`config.mk`:
```
export PLATFORM = sky130hd
export DESIGN_NAME = xor_cipher_lanes
export DESIGN_NICKNAME = d
export VERILOG_FILES = /design/src/rtl/xor_cipher_lanes.sv
export SDC_FILE = /design/constraint.sdc
export NUM_CORES = 1
export LEC_CHECK = 0
export ABC_AREA = 1
export CORE_AREA = 2 2 65 113
export CTS_CLUSTER_SIZE = 24
export DETAILED_ROUTE_END_ITERATION = 6
export DIE_AREA = 0 0 67 115
export PLACE_DENSITY_LB_ADDON = 0.08
export SYNTH_ARGS = -nofsm -noshare
export SYNTH_HDL_FRONTEND = slang
export SYNTH_HIERARCHICAL = 1
export SYNTH_SLANG_ARGS = --single-unit
```
`constraint.sdc`:
```
create_clock -name clk -period 4.4 [get_ports clk]
set_input_delay 0.88 -clock clk [delete_from_list [all_inputs] [get_ports clk]]
set_output_delay 0.88 -clock clk [all_outputs]
set_load 0.1 [all_outputs]
```
`src/rtl/xor_cipher_lanes.sv`:
```
// xor_cipher_lanes: LANES independent 16-bit Fibonacci-LFSR XOR ciphers.
// Seeds are loaded through a serial daisy chain (cfg_i -> lanes -> cfg_o).
// An IDLE/LOAD/RUN FSM gates stepping. A one-cycle encrypt/decrypt path
// produces e = din ^ ks and d = cin ^ ks for each lane.
// Optional feature: define XOR_CIPHER_HEARTBEAT_EN to build the liveness
// heartbeat counter. Without it, heartbeat is tied low.

// One cipher lane. It holds the LFSR state and the registered e/d bits.
module xor_cipher_lane (
  input  logic clk,
  input  logic rst_n,
  input  logic shift,     // seed chain shift
  input  logic fix_zero,  // LOAD->RUN: escape the all-zero lockup state
  input  logic step,      // accepted beat
  input  logic sin,
  input  logic din,
  input  logic cin,
  output logic ks,        // keystream bit, also the chain output of this lane
  output logic e,
  output logic d
);
  logic [15:0] s;

  assign ks = s[15];

  // LFSR state and result registers; shift/fix/step are mutually exclusive
  always_ff @(posedge clk or negedge rst_n) begin
    if (!rst_n) begin
      s <= 16'h0000;
      e <= 1'b0;
      d <= 1'b0;
    end else begin
      if (shift)
        s <= {s[14:0], sin};
      else if (fix_zero && (s == 16'h0000))
        s <= 16'h0001;
      else if (step)
        s <= {s[14:0], s[15] ^ s[13] ^ s[12] ^ s[10]};
      if (step) begin
        e <= din ^ s[15];
        d <= cin ^ s[15];
      end
    end
  end
endmodule

module xor_cipher_lanes #(
  parameter int LANES  = 2,
  parameter int HB_DIV = 20
) (
  input  logic             clk,
  input  logic             rst_n,
  input  logic             cfg_en,
  input  logic             cfg_i,
  output logic             cfg_o,
  input  logic             din_valid,
  input  logic [LANES-1:0] din,
  input  logic [LANES-1:0] cin,
  output logic [LANES-1:0] e,
  output logic [LANES-1:0] d,
  output logic             dout_valid,
  output logic             heartbeat
);
  localparam int FULL = 16 * LANES;
  localparam int CW   = $clog2(FULL + 1);

  typedef enum logic [1:0] {IDLE, LOAD, RUN} state_t;

  state_t        state;
  logic [CW-1:0] cnt;
  logic [LANES:0] chain;
  logic          shift, fix_zero, step;

  // cfg_en always wins over din_valid, so a colliding beat is dropped
  assign shift    = (state == LOAD) && cfg_en;
  assign fix_zero = (state == LOAD) && !cfg_en && (cnt == CW'(FULL));
  assign step     = (state == RUN)  && din_valid && !cfg_en;

  assign chain[0] = cfg_i;
  assign cfg_o    = chain[LANES];

  for (genvar i = 0; i < LANES; i++) begin : g_lane
    xor_cipher_lane u_lane (
      .clk      (clk),
      .rst_n    (rst_n),
      .shift    (shift),
      .fix_zero (fix_zero),
      .step     (step),
      .sin      (chain[i]),
      .din      (din[i]),
      .cin      (cin[i]),
      .ks       (chain[i+1]),
      .e        (e[i]),
      .d        (d[i])
    );
  end

  // Load FSM; RUN is only reachable after a complete 16*LANES-bit reload
  always_ff @(posedge clk or negedge rst_n) begin
    if (!rst_n) begin
      state <= IDLE;
      cnt   <= '0;
    end else begin
      case (state)
        IDLE: if (cfg_en) state <= LOAD;
        LOAD: begin
          if (cfg_en) begin
            if (cnt != CW'(FULL)) cnt <= cnt + 1'b1;
          end else begin
            state <= (cnt == CW'(FULL)) ? RUN : IDLE;
            cnt   <= '0;
          end
        end
        RUN:  if (cfg_en) state <= LOAD;
        default: state <= IDLE;
      endcase
    end
  end

  // Output strobe, aligned with the registered e/d
  always_ff @(posedge clk or negedge rst_n) begin
    if (!rst_n) dout_valid <= 1'b0;
    else        dout_valid <= step;
  end

`ifdef XOR_CIPHER_HEARTBEAT_EN
  logic [HB_DIV-1:0] hb_cnt;

  // Free-running divider; heartbeat flips on every wrap
  always_ff @(posedge clk or negedge rst_n) begin
    if (!rst_n) begin
      hb_cnt    <= '0;
      heartbeat <= 1'b0;
    end else begin
      hb_cnt <= hb_cnt + 1'b1;
      if (&hb_cnt) heartbeat <= ~heartbeat;
    end
  end
`else
  assign heartbeat = 1'b0;
`endif

endmodule

```
After elaboration in Yosys (flattened, before gate mapping)
Cells that the tools add are included.
Operators by class
  reductions and logical operators: 16
  bitwise logic cells: 10
  equal/unequal tests: 7
  multiplexer cells: 12
  $add $sub $neg: 1
Operator list (count)
  $mux W16: 6
  $logic_not A16 Y1: 2
  $mux W6: 2
  $xor A1 B1 Y1: 10
  $logic_and A1 B1 Y1: 7
  $add A6 B1 Y6 const B: 1
  $eq A6 B6 Y1 const B: 1
  $mux W2: 3
  $ne A6 B6 Y1 const B: 1
  $reduce_bool A3 Y1: 2
  $ne A2 B1 Y1 const B: 2
  $pmux W2 S2: 1
  $reduce_and A2 Y1: 2
  $eq A2 B1 Y1 const B: 1
  $eq A2 B2 Y1 const B: 1
  $logic_not A2 Y1: 1
  $ne A2 B2 Y1 const B: 1
  $reduce_or A2 Y1: 1
  $logic_not A1 Y1: 1
Word-level totals
  bits of input ports: 9
  register bits after elaboration: 45
  word-level logic and storage cells: 55

Depth between registers and ports, before layout
Gate-level depths: netlist of run 1.
  depth after elaboration: 6
  mapped depth: 13
  mapped depth without buffers: 12

Modules after synthesis
The synthesis of run 1 kept the hierarchy.
By module, submodules not included
  xor_cipher_lane: seq. area each 450.4 µm², times used 2, cells an instance 113, area each 888.4 µm²
  xor_cipher_lanes: seq. area each 225.2 µm², times used 1, cells an instance 63, area each 514.2 µm²

Worst setup path after synthesis of run 1
OpenSTA, ideal clock, no wires.
  path kind: input-to-reg
  start point: input port cfg_en
  end point: register g_lane[0].u_lane.s[0]
  slack: 2.275 ns
  cell stages on the path: 9
  data arrival time: 2.008 ns
  library setup time: 0.117 ns
  path through: inv_1 -> nand2_1 -> nor2_1 -> nand3b_1 -> nor3_4 -> nand2_4 -> buf_2 -> nand3_1 -> nand2_1
Between the ends
  word-level cells in the longest chain between the ends: 6
  elaborated cells between the ends (all ways): 9
  those cells by class: 2 x mux; 7 x reduce/logical
RTL lines
  from (decl): RTL line 53  | input logic cfg_en,
  $logic_not A1 Y1 (*): RTL line 76  | assign fix_zero = (state == LOAD) && !cfg_en && (cnt == CW'(FULL));
  $logic_and A1 B1 Y1 (*) (2 in a row): RTL line 76
  named net fix_zero: RTL line 72  | logic shift, fix_zero, step;
  $logic_and A1 B1 Y1 (*): RTL line 35  | else if (fix_zero && (s == 16'h0000))
  $mux W16: RTL line 35
  $mux W16: RTL line 33  | if (shift)
  to (signal assigned): RTL line 34  | s <= {s[14:0], sin};
  to (signal assigned): RTL line 38  | s <= {s[14:0], s[15] ^ s[13] ^ s[12] ^ s[10]};
  to (decl): RTL line 22  | logic [15:0] s;
Mark *: on every way through the listed nets, which the timed path passes. The rest lies on a longest branch.
A chain may end at the register's enable or synchronous reset.

Worst setup path in the final report of run 1
  start point: register g_lane[1].u_lane.s[15]
  end point: output port cfg_o
RTL lines
  from (decl): RTL line 22
  from (signal assigned): RTL line 34
  from (signal assigned): RTL line 38
  to (decl): RTL line 55  | output logic cfg_o,
No word-level cell between the ends.

==> summary.txt, run 1 <==
Outcome
  • Outcome: finished clean

Cells and area
  • Most frequent cells in the layout: nand2_1, nand3_1, dfrtp_1
  • Most common cell after layout, fill and taps aside: nand2_1
  • Layout net count: 314
  • Layout area overhead: 14.6%
  • Final core utilization: 38.6%
  • Final instance area: 2630 µm²
  • ANT cells: 0
  • Share of layout cells above drive strength 1: 6.60%
  • Fill cells: 739
  • Non-Filler Instances: 387

Route
  • Routed wire length: 4890 µm
  • Via count: 1821
  • DRT iter0 DRCs: 144
  • Vias per Instance: 4.71
  • First-pass DRT Iterations: 4
  • Post-DRT Antenna Nets: 0
  • DRC: 0
  • WL per Instance: 12.6 µm

Floorplanning
  • Core ar.: 6810 µm²
  • Chip Width: 67 µm
  • Row cnt: 40
  • DIE AREA: 7710 µm²
  • Die height: 115 µm
  • Initial Util: 33.7%
  • I/O pin count: 16

Min path
  • HP Class: reg -> reg

Clock tree
  • CTS tree: done
  • CTS clk-pin slew, worst paths: 0.06 ns
  • Number of H-tree levels: 2
  • Post-CTS Resized: 0
  • Postcts setup bufs: 0
  • CTS sink cnt: 45
  • Root Buffer Master: clkbuf_16
  • Clock Path Buffers: 2
  • Post-CTS Hold Buffers: 0
  • Cts bufs inserted: 5
  • Skew-Pair Late Insertion Delay: 0.29 ns

STA
  • Setup Skew: 0.00663 ns
  • Hold Vio Cnt, Final: 0
  • Setup ws final: 1.59 ns
  • Hold_ws: 0.451 ns
  • Worst-Margin Slew: 1.04 ns
  • TNS Setup: 0 ns
  • Final slew viol count: 0
  • Final setup vio count: 0
  • Minimum clock period: 2.81 ns
  • RSZ-0062 raised after global routing: no
  • Fmax achieved: 356 MHz
  • Rel. slew slack: 30.4%
  • Fin crit share: 63.8%

Setup path
  • Worst setup path category: reg -> out
  • CP arrival: 1.93 ns
  • Max stage delay on crit path: 1.18 ns
  • Slowest CP cell: clkdlybuf4s50_1
  • CP startpoint kind: flip-flop
  • Buf/Inv on CP: 1
  • Crit path max-delay family: buffers and inverters
  • CP required: 3.52 ns
  • CP Cell Sequence: clkdlybuf4s50_1
  • CP Max Fanout: 6
  • Setup crit end kind: output pin

Synth
  • Synthesis-stage register bit count: 45
  • Sequential fraction of the synthesis area: 49.2%
  • Avg Inst Size Synth: 7.93 µm²
  • Post-synth net total: 300
  • Post-synth cell types: 24
  • Synth Warn #: 6
  • Cells after synthesis: 289
  • Netlist Area Pre-Place: 2290 µm²

Pwr
  • PD cells: 372 nW/µm²
  • Leakage power: 1.36 nW
  • Worst IR drop on VDD: 285 µV
  • Final Power: 0.977 mW

Global route
  • Largest net degree at the start of global routing: 46
  • Gr ovfl total: 0
  • Total global-route track usage: 14.9%
  • Antenna violations before repair: 0
  • Vias in the first global route: 1850
  • First-pass GRT wire length: 8600 µm

Placed design
  • IO Port Bufs: 14
  • Worst slack, placed: 1.26 ns
  • DP HPWL: 3410 µm
  • Placer congestion estimate: 0.718
  • Placed Cells: 380
  • Area after DPL: 2480 µm²

Flow run
  • MaxCap Viol Count: 0
==> report_power, final <==
group / leakage, nW / internal [mW] / switching [mW] / total [mW]
logic: 0.673 / 0.0460 / 0.0848 / 0.131
registers: 0.620 / 0.443 / 0.0293 / 0.473
clock network: 0.0700 / 0.223 / 0.151 / 0.374
==> kinds of logic after synthesis <==
logic type | Yosys count | synth area share [%]
AOI/OAI and AO/OA | 7 | 1.53
xor gates and xnor gates | 7 | 2.68
adders and majority gates | 2 | 1.09
buffers and inverters | 30 | 5.84
DFF | 45 | 49.2
other | 1 | 0.164
and+or+nand+nor | 197 | 39.5
==> final timing paths <==
path / cells after the start / startpoint / to / slack, ns
worst max-delay path: 1 / g_lane[1].u_lane/s[15]$_DFFE_PN0P_ / cfg_o / 1.59
worst min-delay path: 1 / state[0]$_DFFE_PN0P_ / state[0]$_DFFE_PN0P_ / 0.45
worst max register to register: 5 / state[1]$_DFFE_PN0P_ / g_lane[1].u_lane/s[0]$_DFFE_PN0P_ / 2.33
worst min register to register: 1 / state[0]$_DFFE_PN0P_ / state[0]$_DFFE_PN0P_ / 0.45
max in group asynchronous: 1 / rst_n / g_lane[0].u_lane/e$_DFFE_PN0P_ / 2.98
min in group asynchronous: 1 / rst_n / cnt[4]$_DFFE_PN0P_ / 0.77
==> synthesized netlist by cell type (all sizes together) <==
cell / instances / share of area, %
xor2: 3 / 1.1
dfrtp: 45 / 49
nor3: 3 / 1.6
a21oi: 1 / 0.22
nand2: 113 / 20
nand4: 1 / 0.27
conb: 1 / 0.16
nand3b: 2 / 0.66
nand3: 52 / 12
inv: 23 / 3.8
nor2: 26 / 5.2
buf: 5 / 1.7
xnor2: 4 / 1.5
o21ai: 6 / 1.3
ha: 2 / 1.1
clkbuf: 2 / 0.33
==> routing by layer <==
layer | wire, µm | global-route usage [%] | up-vias
li1 | - | - | 937
met1 | 1960 | 15.9 | 851
met5 | 0 | 0 | -
met4 | 123 | 7.76 | 0
met2 | 2650 | 26.5 | 26
met3 | 148 | 3.23 | 7
==> layout make-up <==
type	instances	area, µm²	area share [%]
inverter	23	86.3	3.29
timing repair buffer	14	135	5.15
clock buffer	7	143	5.43
multi-input combinational	214	1030	39.3
tap	84	105	4.00
sequential	45	1130	42.9
==> sequential cells by signal, summed over array words and instances, names as in the netlist <==
register and flops:
cnt 6, g_lane.u_lane/d 2, g_lane.u_lane/s 32, state 2, g_lane.u_lane/e 2, dout_valid 1
Note: power is estimated with default switching activity, not from simulation.
==> run 2, diff against run 1 <==
clock period = 2.5 ns   (was 4.4 ns; I/O delays follow)
==> run 2 against run 1 <==
  * Sequential share of layout area shrank 0.26 points
  * Worst setup slack worse by 1.3 ns
  * Combinational power grew 79%
  * Core utilization increased by 0.24 points
  * Clock skew decreased by 0.0022 ns
  * Clock-buffer cell count is 1 higher
  * Worst hold slack worse by 0.15 ns
  * Global-route usage is 0.79 points lower
  * Die area is the same
  * Wire length decreased by 0.59%
  * Largest power group unchanged
==> summary.txt, run 2 (synthesis results as in run 1) <==
STA
  • Final setup vio count: 0
  • Final slew viol count: 0
  • Fmax achieved: 454 MHz
  • TNS Setup: 0 ns
  • Minimum clock period: 2.20 ns
  • Rel. slew slack: 46.3%
  • Hold Vio Cnt, Final: 0
  • Setup Skew: 0.00439 ns
  • Fin crit share: 88.0%
  • RSZ-0062 raised after global routing: no
  • Worst-Margin Slew: 0.804 ns

Outcome
  • Outcome: finished clean

Cells and area
  • Most frequent cells in the layout: nand2_1, nand3_1, dfrtp_1
  • Biggest regs: g_lane.u_lane/s x32, cnt x6
  • Share of layout cells above drive strength 1: 9.71%
  • ANT cells: 0
  • Layout area overhead: 15.3%
  • Final instance area: 2640 µm²
  • Most common cell after layout, fill and taps aside: nand2_1
  • Reg with most FFs: g_lane.u_lane/s
  • Layout net count: 319
  • Number of flip-flops under the largest register name: 32

Setup path
  • Slowest CP cell: nor2_2
  • CP Max Fanout: 17
  • Setup crit end kind: flip-flop
  • Worst setup path category: in -> reg
  • Crit path top cell by count: nand2_1
  • CP startpoint kind: primary input
  • CP Cell Sequence: clkdlybuf4s50_1, inv_1, nand3_1, nor2_1, buf_4, nor2_2, nand2_4, nand2_1, nand2_1
  • Max stage delay on crit path: 0.61 ns
  • CP required: 2.68 ns
  • Buf/Inv on CP: 3
  • Flop2flop setup slack: 0.44 ns
  • Crit path max-delay family: simple AND/OR/NAND/NOR gates
  • CP arrival: 2.38 ns

Route
  • DRT iter0 DRCs: 83
  • First-pass DRT Iterations: 4
  • Post-DRT Antenna Nets: 0
  • Vias per Instance: 4.57
  • Routed wire length: 4860 µm
  • DRC: 0
  • Via count: 1795
  • WL per Instance: 12.4 µm

Clock tree
  • Root Buffer Master: clkbuf_16
  • Post-CTS Hold Buffers: 0
  • Post-CTS Resized: 0
  • CTS sink cnt: 45
  • Skew-Pair Late Insertion Delay: 0.29 ns
  • Number of H-tree levels: 2
  • CTS clk-pin slew, worst paths: 0.06 ns
  • Cts bufs inserted: 5
  • Postcts setup bufs: 0
  • Clock Path Buffers: 2
  • CTS tree: done

Placed design
  • Placer congestion estimate: 0.712
  • DP HPWL: 3400 µm
  • IO Port Bufs: 14
  • Area after DPL: 2510 µm²

Global route
  • Vias in the first global route: 1811
  • Largest net degree at the start of global routing: 46
  • Total global-route track usage: 14.1%
  • Gr ovfl total: 0
  • First-pass GRT wire length: 8300 µm
  • Antenna violations before repair: 0

Floorplanning
  • Core ar.: 6810 µm²
  • Initial Util: 33.7%
  • DIE AREA: 7710 µm²
  • Row cnt: 40
  • Chip Width: 67 µm
  • I/O pin count: 16
  • Die height: 115 µm

Pwr
  • Worst IR drop on VDD: 404 µV
  • PD cells: 641 nW/µm²
  • Final Power: 1.69 mW
  • Leakage power: 1.39 nW

Min path
  • HP Class: in -> async

Flow run
  • MaxCap Viol Count: 0
[run 2: cell types whose count changed in the layout (fill, tap and decap cells not counted), sizes merged]
cell / change
clkbuf: +1
clkdlybuf4s50: -6
buf: +11
[run 2: final timing paths]
check / depth (start not counted) / end / from
worst min register to register: 1 / state[0]$_DFFE_PN0P_ / state[0]$_DFFE_PN0P_
worst max-delay path: 9 / g_lane[1].u_lane/s[0]$_DFFE_PN0P_ / cfg_en
worst min-delay path: 2 / cnt[2]$_DFFE_PN0P_ / rst_n
min in group clk: 1 / state[0]$_DFFE_PN0P_ / state[0]$_DFFE_PN0P_
worst max register to register: 12 / g_lane[1].u_lane/s[10]$_DFFE_PN0P_ / cnt[0]$_DFFE_PN0P_
max in group asynchronous: 2 / g_lane[1].u_lane/s[8]$_DFFE_PN0P_ / rst_n
[run 2: routing by layer]
metal	track usage, %	vias up	part of all wire, %
met5	0	-	0
met4	6.53	0	2.2
met3	2.94	7	2.3
met2	25.0	17	52
met1	15.6	829	43
li1	-	942	-
[run 2: final cells by class]
type                            count  area [µm²]
Clock buffer                        8         136
Fill cell                         731        4160
Inverter                           23        86.3
Multi-Input combinational cell    214        1030
Sequential cell                    45        1130
Tap cell                           84         105
Timing Repair Buffer               19         158
[run 2: power by group]
part,leakage [nW],switching [mW],internal (mW)
Clock,0.0652,0.258,0.372
Combinational,0.710,0.149,0.0852
Sequential,0.620,0.0513,0.780
[run 2: per-stage QoR]
stage | std cells | hold slack (ns) | worst slack (ns) | utilization [%]
detailed placement | 385 | 0.441 | -0.0311 | 36.8
CTS | 393 | 0.326 | 0.275 | 38.8
floorplan | 289 | 0.204 | 0.698 | -
global route | 393 | 0.358 | 0.109 | 38.8
finish | 393 | 0.299 | 0.299 | 38.8
global placement | 385 | 0.430 | -0.0357 | 36.8
